**src/rtl/hamming_scrub_ctrl.sv**
```systemverilog
// Scrub sequencer for the Hamming-protected counter: gates counting,
// runs periodic checks, drives corrections with bounded retry, keeps stats.
module hamming_scrub_ctrl #(
  parameter int SYN_W        = 5,
  parameter int SCRUB_PERIOD = 16,
  parameter int MAX_RETRY    = 3,
  parameter int ERRCNT_W     = 8
) (
  input  logic                clk,
  input  logic                rst,
  input  logic                enable,
  input  logic                err_single,
  input  logic                err_double,
  input  logic [SYN_W-1:0]    syndrome,
  input  logic                corr_ack,
  input  logic                clear_fault,
  output logic                count_en,
  output logic                corr_req,
  output logic [SYN_W-1:0]    corr_syndrome,
  output logic                scrub_active,
  output logic                fault,
  output logic [ERRCNT_W-1:0] single_cnt,
  output logic [ERRCNT_W-1:0] double_cnt
);

  localparam int PW = $clog2(SCRUB_PERIOD + 1);
  localparam int RW = $clog2(MAX_RETRY + 1);

  typedef enum logic [2:0] {
    IDLE,
    RUN,
    CHECK,
    CORRECT,
    VERIFY,
    FAULT
  } state_e;

  state_e              state_q, state_d;
  logic [PW-1:0]       period_q, period_d;
  logic [RW-1:0]       retry_q, retry_d;
  logic [SYN_W-1:0]    syn_q, syn_d;
  logic [ERRCNT_W-1:0] single_q, single_d;
  logic [ERRCNT_W-1:0] double_q, double_d;
  logic                err_any;

  assign err_any = err_single | err_double;

  always_ff @(posedge clk or posedge rst) begin
    if (rst) begin
      state_q  <= IDLE;
      period_q <= '0;
      retry_q  <= '0;
      syn_q    <= '0;
      single_q <= '0;
      double_q <= '0;
    end else begin
      state_q  <= state_d;
      period_q <= period_d;
      retry_q  <= retry_d;
      syn_q    <= syn_d;
      single_q <= single_d;
      double_q <= double_d;
    end
  end

  always_comb begin
    state_d      = state_q;
    period_d     = period_q;
    retry_d      = retry_q;
    syn_d        = syn_q;
    single_d     = single_q;
    double_d     = double_q;
    count_en     = 1'b0;
    corr_req     = 1'b0;
    scrub_active = 1'b0;
    fault        = 1'b0;
    unique case (state_q)
      IDLE: begin
        if (err_any)
          state_d = CHECK;
        else if (enable)
          state_d = RUN;
      end
      RUN: begin
        count_en = enable & ~err_any;
        if (err_any) begin
          state_d = CHECK;
        end else if (!enable) begin
          state_d = IDLE;
        end else begin
          period_d = period_q + PW'(1);
          if (period_q == PW'(SCRUB_PERIOD - 1))
            state_d = CHECK;
        end
      end
      CHECK: begin
        scrub_active = 1'b1;
        if (err_double) begin
          state_d = FAULT;
          if (double_q != '1)
            double_d = double_q + ERRCNT_W'(1);
        end else if (err_single) begin
          state_d = CORRECT;
          syn_d   = syndrome;
          retry_d = '0;
          if (single_q != '1)
            single_d = single_q + ERRCNT_W'(1);
        end else begin
          period_d = '0;
          state_d  = enable ? RUN : IDLE;
        end
      end
      CORRECT: begin
        scrub_active = 1'b1;
        corr_req     = 1'b1;
        if (corr_ack)
          state_d = VERIFY;
      end
      VERIFY: begin
        scrub_active = 1'b1;
        if (err_double) begin
          state_d = FAULT;
          if (double_q != '1)
            double_d = double_q + ERRCNT_W'(1);
        end else if (err_single) begin
          // Retries are re-attempts of the same error, so no stat bump
          if (retry_q < RW'(MAX_RETRY - 1)) begin
            retry_d = retry_q + RW'(1);
            syn_d   = syndrome;
            state_d = CORRECT;
          end else begin
            state_d = FAULT;
          end
        end else begin
          period_d = '0;
          state_d  = enable ? RUN : IDLE;
        end
      end
      FAULT: begin
        fault = 1'b1;
        if (clear_fault) begin
          state_d  = IDLE;
          retry_d  = '0;
          period_d = '0;
        end
      end
      default: state_d = IDLE;
    endcase
  end

  assign corr_syndrome = syn_q;
  assign single_cnt    = single_q;
  assign double_cnt    = double_q;

endmodule

```
**config.mk**
```make
export PLATFORM = sky130hd
export DESIGN_NAME = hamming_scrub_ctrl
export DESIGN_NICKNAME = d
export VERILOG_FILES = /design/src/rtl/hamming_scrub_ctrl.sv
export SDC_FILE = /design/constraint.sdc
export NUM_CORES = 1
export LEC_CHECK = 0
export CAP_MARGIN = 20
export CORE_MARGIN = 2
export CORE_UTILIZATION = 45
export CTS_BUF_LIST = sky130_fd_sc_hd__clkbuf_16
export CTS_CLUSTER_SIZE = 25
export DETAILED_ROUTE_END_ITERATION = 10
export PLACE_DENSITY_LB_ADDON = 0.25
export SYNTH_ARGS = -nofsm -noshare
export SYNTH_HDL_FRONTEND = slang
export SYNTH_SLANG_ARGS = --single-unit
```
**constraint.sdc**
```tcl
create_clock -name clk -period 1.6 [get_ports clk]
set_input_delay 0.24 -clock clk [delete_from_list [all_inputs] [get_ports clk]]
set_output_delay 0.24 -clock clk [all_outputs]
set_load 0.01 [all_outputs]
```
==> impl_metrics.tcl <==
set metrics [dict create \
    holdWs_ns 0.3573 \
    outcome "complete, but fails checks" \
    setup_viol 18 \
    netlist_area_sq_um 1712 \
    ys_warn_count 0 \
    cts_tree "yes" \
    setup_slack_ns -0.1090 \
    port_buffers 36 \
    ant_nets 0 \
    synthTopCellsByArea "dfrtp_1 45%, mux2_2 5.9%, xor2_1 5.6%" \
    fmax_ghz 0.5851 \
    finClkSkew_ns 0.002399 \
    rsz0062_at_grt "true" \
    worst_pin_slew_ns 0.4049 \
    grt_max_degree 32 \
    synth_cell_type_count 50 \
    cp-start-kind "flop" \
    worstSetupPathType "flop to flop" \
    p_sw_w 0.001901 \
    synth_area_per_cell_sq_um 10.25 \
    seq_area_frac_synth 0.4532 \
    post_drt_wl_per_cell_um 18.39 \
    routabilityCongestion 0.8067 \
    ys_ff_latch 31 \
    drc 0 \
    die-area_sq_um 4313 \
    synthCells 167 \
    insertion_delay_ns 0.28 \
    cts_root_buffer "clkbuf_16" \
    dieWidth_um 65.68 \
    hold_path.class "input pin to async pin" \
    peakVddDrop_mv 1.093 \
    drive_gt1_frac 0.4387 \
    start_util 0.4675 \
    p_comb_frac 0.542 \
    period_share 1.068 \
    p_seq_frac 0.233 \
    die_h_um 65.68 \
    wirelength_mm 5.535 \
    hpwlAfterDp_mm 2.873 \
    place_inst 275 \
    pwr-share-clk 0.225 \
    diodes 0 \
    synth_edf_count 0 \
    antenna_found_initial 0 \
    p_sw_frac 0.3471 \
    setup-tns-final_ns -0.6927 \
    grt_pass1_wl_mm 7.997 \
    cap_violations 0 \
    cts-hold-fix-buffers 0 \
    r2r_start "state_q[2]$_DFFE_PP0P_" \
    critPathMaxFanout 4 \
    fin_cells 301 \
    slew_violations 0 \
    violations "negative setup slack" \
    critPathCaptureType "flop" \
    crit_required_ns 1.80 \
    viasPerCell 5.658 \
    dp_slack_ns -0.3099 \
    syn_nets 183 \
    synth_top_area_share 0.4532 \
    relSlewSlack 0.7301 \
    ioPinCount 37 \
    track_usage 0.2496 \
    nNetsFinal 268 \
    core-area_sq_um 3661 \
    internal_power_w 0.003575 \
    rows 22 \
    dr.first_iter.drc_count 102 \
    cts_buffers 5 \
    p_per_area_nw_per_um2 1846 \
    cts.sinks 31 \
    cp.arrival_ns 1.91 \
    cp-startpoint "state_q[2]$_DFFE_PP0P_" \
    n_fill_cell 202 \
    async_flop_share 1.000 \
    hold_violations 0 \
    synth_largest_area_cell "dfrtp_1" \
    num_vias 1703 \
    area_delta_synth_final_pct 73.32 \
    min_period_ns 1.709 \
    path_clk_slew_ns 0.05 \
    dr.pass1.iters 4 \
    ys.flop_type "dfrtp_1" \
    htree_levels 2 \
    clk_path_buf_depth 2 \
    p_leak_nw 1.361 \
    first_global_vias 1707 \
    overflow 0 \
]
synthesized netlist by cell type, types with 2 or more instances:
cell type / number
and2_1: 3
xnor2_1: 5
or2_2: 2
nor3_1: 6
ha_1: 4
nor4_1: 3
nand4_1: 2
dfrtp_1: 31
mux2_2: 9
a21oi_1: 4
a2111o_1: 2
inv_1: 8
o22ai_1: 3
nor2_1: 10
xor2_1: 11
buf_2: 2
nor3b_1: 2
o21ai_0: 6
nor2b_1: 3
nand2_1: 14
nand3_1: 8
cell families (layout without fill, tap and decap cells):
| logic type | Yosys count | count (layout) | share of synthesized area |
|---|---|---|---|
| xor gates and xnor gates | 16 | 16 | 0.08187 |
| AOI/OAI and AO/OA | 28 | 28 | 0.1184 |
| and+or+nand+nor | 65 | 65 | 0.2157 |
| muxes | 10 | 10 | 0.06506 |
| buffers and inverters | 13 | 99 | 0.03655 |
| adders and majority gates | 4 | 4 | 0.02924 |
| DFF | 31 | 31 | 0.4532 |
layer usage:
layer  global-route usage  vias to the layer above  wire length, um
met5                    0                        -                0
met4               0.1198                        0              159
met3              0.07192                       18              346
met2               0.4116                       80             2852
met1               0.2976                      841             2176
li1                     -                      764                -
final cells by class:
cell class                 instances  area, sq um  area share
sequential                        31        779.5      0.2628
clock buffer                       5        125.1     0.04218
inverter                           8        30.03     0.01012
clock inverter                     3        63.81     0.02151
timing repair buffer              83        777.0      0.2619
multi-input combinational        123         1131      0.3813
tap                               48        60.06     0.02024
critical path, stage by stage (launching register included):
cell and delay (ns):
dfrtp_2 0.44, buf_6 0.14, nor2_2 0.15, buf_4 0.15, a32oi_2 0.15, or4_1 0.46, o21ai_1 0.12
timing repair:
item	CTS	global route
setup buffers	10	8
pin swaps	10	13
cloned	0	1
endpoints found under the setup margin	24	33
resized for setup	48	31
metrics by stage:
step             util  total power (W)  cell area [sq um]
6_report       0.8103         0.005476               2967
5_1_grt        0.8103         0.005737               2967
4_1_cts        0.7481         0.004912               2739
3_5_place_dp   0.6370         0.003277               2332
3_3_place_gp   0.6370         0.003207               2332
2_1_floorplan       -         0.002309               1714
cells in the final DEF, fill, tap and decap left out, types with 4 or more instances in the layout:
cell type and count:
buf_4 33, buf_6 12, clkbuf_16 6, clkdlybuf4s50_1 31
dfrtp_1 28, inv_1 8, mux2_2 6, nand2_1 12
nand3_1 7, nor2_1 5, o21ai_0 4, xnor2_1 5
xor2_1 10
sequential cells by signal, indices dropped and copies added (netlist names):
signal         count
state_q            3
single_cnt         8
double_cnt         8
corr_syndrome      5
period_q           5
retry_q            2
final timing paths:
kind                                        endpoint  slack (ns)  depth (start not counted)
setup reg to reg             period_q[4]$_DFFE_PP0P_       -0.11                          6
min in group clk           double_cnt[5]$_DFFE_PP0P_        0.50                          1
hold / removal             single_cnt[1]$_DFFE_PP0P_        0.36                          3
setup / recovery             period_q[4]$_DFFE_PP0P_       -0.11                          6
max in group asynchronous     state_q[0]$_DFFE_PP0P_        0.93                          3
hold reg to reg            double_cnt[5]$_DFFE_PP0P_        0.50                          1
power by group through the flow:
stage               Sequential, W  Clock [W]  Combinational [W]
global placement          0.00127          0            0.00193
floorplan                 0.00133          0           0.000979
global route              0.00130    0.00128            0.00315
CTS                       0.00126    0.00123            0.00242
finish                    0.00127    0.00123            0.00297
detailed placement        0.00130          0            0.00198
Note: power is estimated with default switching activity, not from simulation.
==> edit: new RTL, same settings <==
Register the output `double_cnt` once more, without a reset; this adds one clock of latency there. The other outputs are not delayed to match.
--- a/src/rtl/hamming_scrub_ctrl.sv
+++ b/src/rtl/hamming_scrub_ctrl.sv
@@ -152,3 +152,5 @@
   assign single_cnt    = single_q;
-  assign double_cnt    = double_q;
+  always_ff @(posedge clk) begin
+    double_cnt <= double_q;
+  end
 
Check against the original RTL: not equivalent (a bounded check fails within 4 cycles, from zero or initial values and one cycle with rst high).
==> edit against the original RTL <==
The run still ends with setup timing left; sequential cell count increased by 8; wire length decreased by 23%; via count decreased by 6.9%; sequential power increased by 23%; total power decreased by 15%; area after synthesis increased by 17%; design area decreased by 4.0%; worst setup slack improved by 0.048 ns.
==> edit: results (changes against the original RTL) <==
STA
  – Worst Tran Pin Value: 0.390 ns (was 0.405 ns)
  – Setup ws final: -0.0605 ns (was -0.109 ns)
  – Clock skew: 0.00291 ns (was 0.00240 ns)
  – Final setup viols: 6 (was 18)

Synth
  – Synth Net Count: 186 (was 183)
  – Netlist cell types: 56 (was 50)
  – Top post-synthesis cells by area: dfrtp_1, dfxtp_1, mux2_1, xor2_1, a2111oi_4 (was dfrtp_1, mux2_2, xor2_1, nand2_1, ha_1)

Place
  – Final Wtd Congestion: 0.808 (was 0.807)
  – Dpl hpwl: 3350 um (was 2870 um)
  – Placed cells: 285 (was 275)
  – Dpl cell area: 2620 um^2 (was 2330 um^2)

Route
  – Avg Vias per Cell: 5.34 (was 5.66)
  – Final wirelength: 4270 um (was 5540 um)

Critical path
  – CP Max Fanout: 5 (was 4)
  – Reg2Reg Depth: 5 (was 6)
  – Largest stage delay on the critical path: 0.44 ns (was 0.46 ns)
  – Worst reg2reg path endpoint: period_q[1] (was period_q[4])

Pwr
  – Seq. pwr: 1.56 mW (was 1.27 mW)
  – Sw Pwr: 1.60 mW (was 1.90 mW)
  – Combinational fraction of design power: 45.9% (was 54.2%)
  – Comb power: 2.13 mW (was 2.97 mW)
  – Worst VDD drop: 831 uV (was 1090 uV)

Cells and area
  – Layout cell share with drive strength beyond 1: 33.1% (was 43.9%)

Outcome
  – Failing checks: setup timing (unchanged)
  – Status: complete, but fails checks (unchanged)

Global routing
  – All-layer global routing usage: 18.8% (was 25.0%)
  – First-pass GRT wire length: 7380 um (was 8000 um)
  – Largest net degree at the start of global routing: 17 (was 32)
  – Vias in the first global route: 1,582 (was 1,707)
-- edit: cell types whose count changed in the layout (fill, tap and decap cells not counted), moves of 3 or more --
cell | before | now
dfxtp_1 | 0 | 8
buf_6 | 12 | 4
o21ai_0 | 4 | 1
nand4_1 | 2 | 5
dlygate4sd2_1 | 0 | 3
mux2_1 | 0 | 6
inv_1 | 8 | 3
mux2_2 | 6 | 2
-- edit: worst min-delay path: cells and delay by family --
kind,cells,cell delay [ns]
buffers and inverters,3,0.69
-- edit: worst min path at each step --
stage	slack [ns]	to	from	depth (start not counted)
2_1_floorplan	0.34	corr_syndrome[0]	rst	1
3_3_place_gp	0.41	double_cnt[5]	double_q[5]	0
3_5_place_dp	0.42	double_cnt[5]	double_q[5]	0
4_1_cts	0.30	corr_syndrome[3]	rst	3
5_1_grt	0.34	corr_syndrome[3]	rst	3
6_report	0.29	corr_syndrome[1]	rst	3
-- edit: routing by layer --
| layer | global-route usage (%) | up-vias | part of all wire [%] |
|---|---|---|---|
| met5 | 0 | - | 0 |
| met3 | 4.99 | 8 | 3.5 |
| met4 | 5.66 | 0 | 1.7 |
| met2 | 32.0 | 25 | 51 |
| li1 | - | 771 | - |
| met1 | 23.8 | 781 | 44 |
-- edit: final cells by class --
type,instances,area [um^2],area share (%)
sequential,39,940,33.0
clock buffer,5,125,4.39
clock inverter,3,20.0,0.703
tap,52,65.1,2.28
multi-input combinational,119,1030,36.2
timing repair buffer,74,647,22.7
inverter,5,21.3,0.747
-- edit: cell families after synthesis --
group,count (synthesis),share of synthesized area (%)
DFF,39,46.9
adders and majority gates,4,2.51
and+or+nand+nor,60,19.4
xor gates and xnor gates,14,6.14
muxes,11,6.58
buffers and inverters,12,3.89
AOI/OAI and AO/OA,30,14.6
